**config.mk**
```make
export PLATFORM = sky130hd
export DESIGN_NAME = bch_enc_sched
export DESIGN_NICKNAME = d
export VERILOG_FILES = /design/src/rtl/bch_enc_sched.sv
export SDC_FILE = /design/constraint.sdc
export NUM_CORES = 1
export LEC_CHECK = 0
export CAP_MARGIN = 40
export CORE_MARGIN = 2
export CORE_UTILIZATION = 51
export DETAILED_ROUTE_END_ITERATION = 6
export GPL_TIMING_DRIVEN = 0
export MAX_ROUTING_LAYER = met4
export PLACE_DENSITY = 0.9
export SYNTH_ARGS = -nofsm -noshare
export SYNTH_HDL_FRONTEND = slang
export SYNTH_SLANG_ARGS = --single-unit
```
**constraint.sdc**
```tcl
create_clock -name clk -period 2.2 [get_ports clk]
set_input_delay 0.22 -clock clk [delete_from_list [all_inputs] [get_ports clk]]
set_output_delay 0.22 -clock clk [all_outputs]
set_load 0.01 [all_outputs]
```
**src/rtl/bch_enc_sched.sv**
```systemverilog
// Two-requester scheduler and bit-serial systematic encoder for BCH(63,56).
// Round-robin picks a requester, shifts its message MSB-first through a
// 7-bit parity LFSR one bit per cycle, then holds {msg, parity} on a
// valid/ready output until the sink takes it.
module bch_enc_sched #(
    parameter int unsigned K     = 56,
    parameter logic [6:0]  GPOLY = 7'b1000101
) (
    input  logic           clk,
    input  logic           rst_n,
    input  logic           req0_valid,
    input  logic [K-1:0]   req0_data,
    output logic           req0_ready,
    input  logic           req1_valid,
    input  logic [K-1:0]   req1_data,
    output logic           req1_ready,
    input  logic           flush,
    output logic           cw_valid,
    output logic [K+6:0]   cw_data,
    output logic           cw_src,
    input  logic           cw_ready,
    output logic           busy
);

    localparam int unsigned CntW = (K > 1) ? $clog2(K) : 1;

    typedef enum logic [1:0] {
        StIdle  = 2'd0,
        StShift = 2'd1,
        StDone  = 2'd2
    } state_e;

    state_e          state_q, state_d;

    logic [K-1:0]    msg_q;
    logic [K-1:0]    shift_q;
    logic [6:0]      lfsr_q;
    logic [6:0]      lfsr_d;
    logic [CntW-1:0] cnt_q;
    logic            src_q;
    logic            rr_last_q;
    logic [K+6:0]    cw_data_q;

    logic            grant;
    logic            grant_vld;
    logic            accept;
    logic            fb;
    logic            last_shift;

    // State register
    always_ff @(posedge clk or negedge rst_n) begin
        if (!rst_n) begin
            state_q <= StIdle;
        end else begin
            state_q <= state_d;
        end
    end

    // Next-state logic; flush overrides every transition
    always_comb begin
        state_d = state_q;
        unique case (state_q)
            StIdle:  if (accept)     state_d = StShift;
            StShift: if (last_shift) state_d = StDone;
            StDone:  if (cw_ready)   state_d = StIdle;
            default:                 state_d = StIdle;
        endcase
        if (flush) begin
            state_d = StIdle;
        end
    end

    // Outputs: round-robin grant, requester ready, status
    always_comb begin
        grant     = 1'b0;
        grant_vld = 1'b0;
        if (req0_valid && req1_valid) begin
            // Tie goes to whoever was not served last
            grant     = ~rr_last_q;
            grant_vld = 1'b1;
        end else if (req0_valid) begin
            grant     = 1'b0;
            grant_vld = 1'b1;
        end else if (req1_valid) begin
            grant     = 1'b1;
            grant_vld = 1'b1;
        end
        req0_ready = (state_q == StIdle) && !flush && grant_vld && !grant;
        req1_ready = (state_q == StIdle) && !flush && grant_vld && grant;
        cw_valid   = (state_q == StDone);
        busy       = (state_q != StIdle);
    end

    assign accept     = (req0_valid && req0_ready) || (req1_valid && req1_ready);
    assign last_shift = (state_q == StShift) && (cnt_q == '0);

    // Parity LFSR next value for the bit currently leaving the shift register
    always_comb begin
        fb     = lfsr_q[6] ^ shift_q[K-1];
        lfsr_d = {lfsr_q[5:0], 1'b0} ^ ({7{fb}} & GPOLY);
    end

    // Job datapath: message capture, serial shift, parity accumulation
    always_ff @(posedge clk or negedge rst_n) begin
        if (!rst_n) begin
            msg_q     <= '0;
            shift_q   <= '0;
            lfsr_q    <= '0;
            cnt_q     <= '0;
            src_q     <= 1'b0;
            rr_last_q <= 1'b1;
        end else if (flush) begin
            // Abandon the job; the arbitration history is kept
            lfsr_q <= '0;
        end else if (accept) begin
            msg_q     <= grant ? req1_data : req0_data;
            shift_q   <= grant ? req1_data : req0_data;
            lfsr_q    <= '0;
            cnt_q     <= CntW'(K - 1);
            src_q     <= grant;
            rr_last_q <= grant;
        end else if (state_q == StShift) begin
            shift_q <= {shift_q[K-2:0], 1'b0};
            lfsr_q  <= lfsr_d;
            cnt_q   <= cnt_q - 1'b1;
        end
    end

    // Codeword register is only written with a complete result, so a
    // flushed or reset job never leaks a partial parity onto cw_data
    always_ff @(posedge clk or negedge rst_n) begin
        if (!rst_n) begin
            cw_data_q <= '0;
        end else if (!flush && last_shift) begin
            cw_data_q <= {msg_q, lfsr_d};
        end
    end

    assign cw_data = cw_data_q;
    assign cw_src  = src_q;

endmodule
```
==> run summary <==
Outcome = completed
Die Y = 135.0 µm
Worst-case clock buffer depth = 2
Maximum VDD drop = 0.0005507 V
Final GP Congestion = 0.8879
Fin Hold WS = 0.3660 ns
Area of the die = 18,220 µm²
Post-DP HPWL = 17,280 µm
Max Fclk = 0.4649 GHz
Slew Viols, Final = 0
ANT nets after route = 0
Final setup vio count = 0
Via/cell ratio = 6.067
GRT Total Usage = 28.99%
Register area share after synthesis = 54.93%
PortBufs = 185
Later-pin clock latency in the skew report = 0.43 ns
Period utilisation layout = 97.77%
Initial antenna violation count = 0
Tmin final = 2.151 ns
Final setup TNS = 0 ns
Total wire length = 24,910 µm
Mapped Area = 8748 µm²
CTS buffer count = 17
# H-tree levels = 4
DRC Markers = 0
CP Data Required Time = 1.98 ns
Max Cap Violations = 0
Worst-path fanout max = 8
Post-synth top area share = 54.63%
Slew margin rel. = 54.13%
Commonest non-fill, non-tap cells in the layout = dfrtp_1 (190), clkdlybuf4s50_1 (181), inv_1 (59), a21oi_1 (59), mux2_4 (59)
Fin Clk Skew = 0.009550 ns
Synth Register Bits = 192
R2R depth = 8
Number of synthesized flops with an enable pin = 0
Avg Cell Area, Syn = 11.30 µm²
Layout Nets = 1,101
Congestion Overflow GR = 0
Die span in x = 135.0 µm
Syn Inst Count = 774
Clock slew at reported path FFs = 0.07 ns
Leak pwr = 5.093 nW
Synth-to-layout area growth = 32.15%
Synth area leader = dfrtp_1
Core ar. = 16,700 µm²
Critical Path AT = 1.93 ns
Startpoint Class = flop
Final Hold Fails = 0
Starting density of the core = 52.38%
Largest net degree at the start of global routing = 104
Final Core Density = 69.22%
Worst Tran Pin Value = 0.6880 ns
Ports = 186
Drt wl/cell = 20.51 µm
Row count = 47
Asr flop ratio synth = 100.0%
Vias in the first global route = 7,573
Synth Warn # = 0
Router iterations before antenna repair = 5
Worst Hold Class = in2async
Crit Path Class = reg2out
Most common cell after layout, fill and taps aside = dfrtp_1
CTS tree = built
DRT iter0 DRCs = 677
Vias after detailed routing = 7,371
Ratio of cells with drive above 1 in the final layout = 14.19%
PD cells = 807.7 nW/µm²
First-pass GRT wire length = 39,760 µm
Sink Count = 192
Synth Flop Type = dfrtp_1
Clk root buf = clkbuf_16
Type of destination of the critical path = primary output
Unique masters post-synth = 46
Synthesized Nets = 894
Synth area leaders = dfrtp_1 (55%), mux2_4 (10%), a41oi_1 (5.5%)
Fillers = 1,191
## final timing paths
kind | startpoint | slack [ns] | end
hold reg to reg | cw_src | 0.49 | cw_src
setup / recovery | state_q[0] | 0.05 | req0_ready
setup reg to reg | state_q[0] | 0.16 | msg_q[34]
max in group asynchronous | rst_n | 0.92 | cw_data[31]
min in group clk | req1_data[45] | 0.41 | msg_q[45]
hold / removal | rst_n | 0.37 | lfsr_q[3]
## worst max-delay path, stage by stage (launching register included)
cell and delay [ns]:
dfrtp_1 0.37, clkbuf_4 0.20, nor3_4 0.21, buf_4 0.17, and3_1 0.22, dlygate4sd2_1 0.33
## what timing repair did
| action | 4_1_cts | 5_1_grt |
|---|---|---|
| endpoints found under the hold margin | 88 | 0 |
| resized for setup | 8 | 13 |
| gates cloned | 0 | 0 |
| setup endpoints to repair | 4 | 126 |
| pin swaps | 1 | 1 |
| hold buffers | 1 | 0 |
| buffers inserted | 2 | 0 |
## kinds of logic after synthesis
group                      count (synthesis)  share of synthesized area [%]
muxes                                     63                          10.63
and+or+nand+nor                          194                          11.80
DFF                                      192                          54.93
adders and majority gates                  2                         0.2860
xor gates and xnor gates                   4                         0.4005
AOI/OAI and AO/OA                        192                          15.57
buffers and inverters                    127                          6.379
## sequential cells by signal (all words and copies together) (netlist names)
name       flops
cw_data       63
msg_q         56
shift_q       56
lfsr_q         7
cnt_q          6
state_q        2
cw_src         1
rr_last_q      1
## routing by layer
layer  global-route usage, %  part of all wire (%)  routed length [µm]  up-vias
met5                       -                     0                   0        -
met4                   11.34                   3.0                 753        0
met3                   5.068                   6.7                1667       61
met2                   44.98                    48               12080      355
met1                   38.39                    42               10410     3664
li1                        -                     -                   -     3291
## report_power, final
part           switching [W]  internal, W
sequential          0.000350      0.00408
combinational       0.000964     0.000780
clock                0.00144      0.00173
total                0.00275      0.00659
## layout make-up
type	instances	area, µm²	area share [%]
repair buffers	189	1911	16.53
diodes	1	2.502	0.02164
plain buffers	67	360.3	3.117
clock inverters	14	155.1	1.342
flip-flops and latches	192	4807	41.58
inverters	59	221.5	1.916
multi-input cells	455	3390	29.32
clock buffers	18	439.2	3.799
well taps	220	275.3	2.381
## cell usage after synthesis (2+ instances only)
cell type,number
a21o_1,3
a21oi_1,59
a221o_1,2
a22o_1,5
a31oi_1,2
a41oi_1,55
and2_1,2
and3_1,4
and4_1,2
buf_1,3
buf_2,23
buf_6,7
clkbuf_1,35
dfrtp_1,191
ha_1,2
inv_1,59
mux2_2,3
mux2_4,59
nand2_1,58
nand2b_1,2
nand3_1,55
nand4_1,56
nor2_1,3
nor3_1,3
o211ai_1,55
o21ai_0,4
xnor2_1,2
xor2_1,2
## stage by stage
| step | instance area [µm²] | setup WS [ns] | total power (W) | std cells |
|---|---|---|---|---|
| after floorplan | 8748 | 0.3708 | 0.005418 | 774 |
| after global placement | 10880 | -6.831 | 0.006085 | 1179 |
| after detailed placement | 10910 | -0.2820 | 0.006179 | 1180 |
| after CTS | 11540 | 0.001743 | 0.009328 | 1214 |
| after global routing | 11560 | -0.01487 | 0.009747 | 1214 |
| final | 11560 | 0.04916 | 0.009338 | 1215 |
No activity file was read; power rests on OpenSTA's default activity.
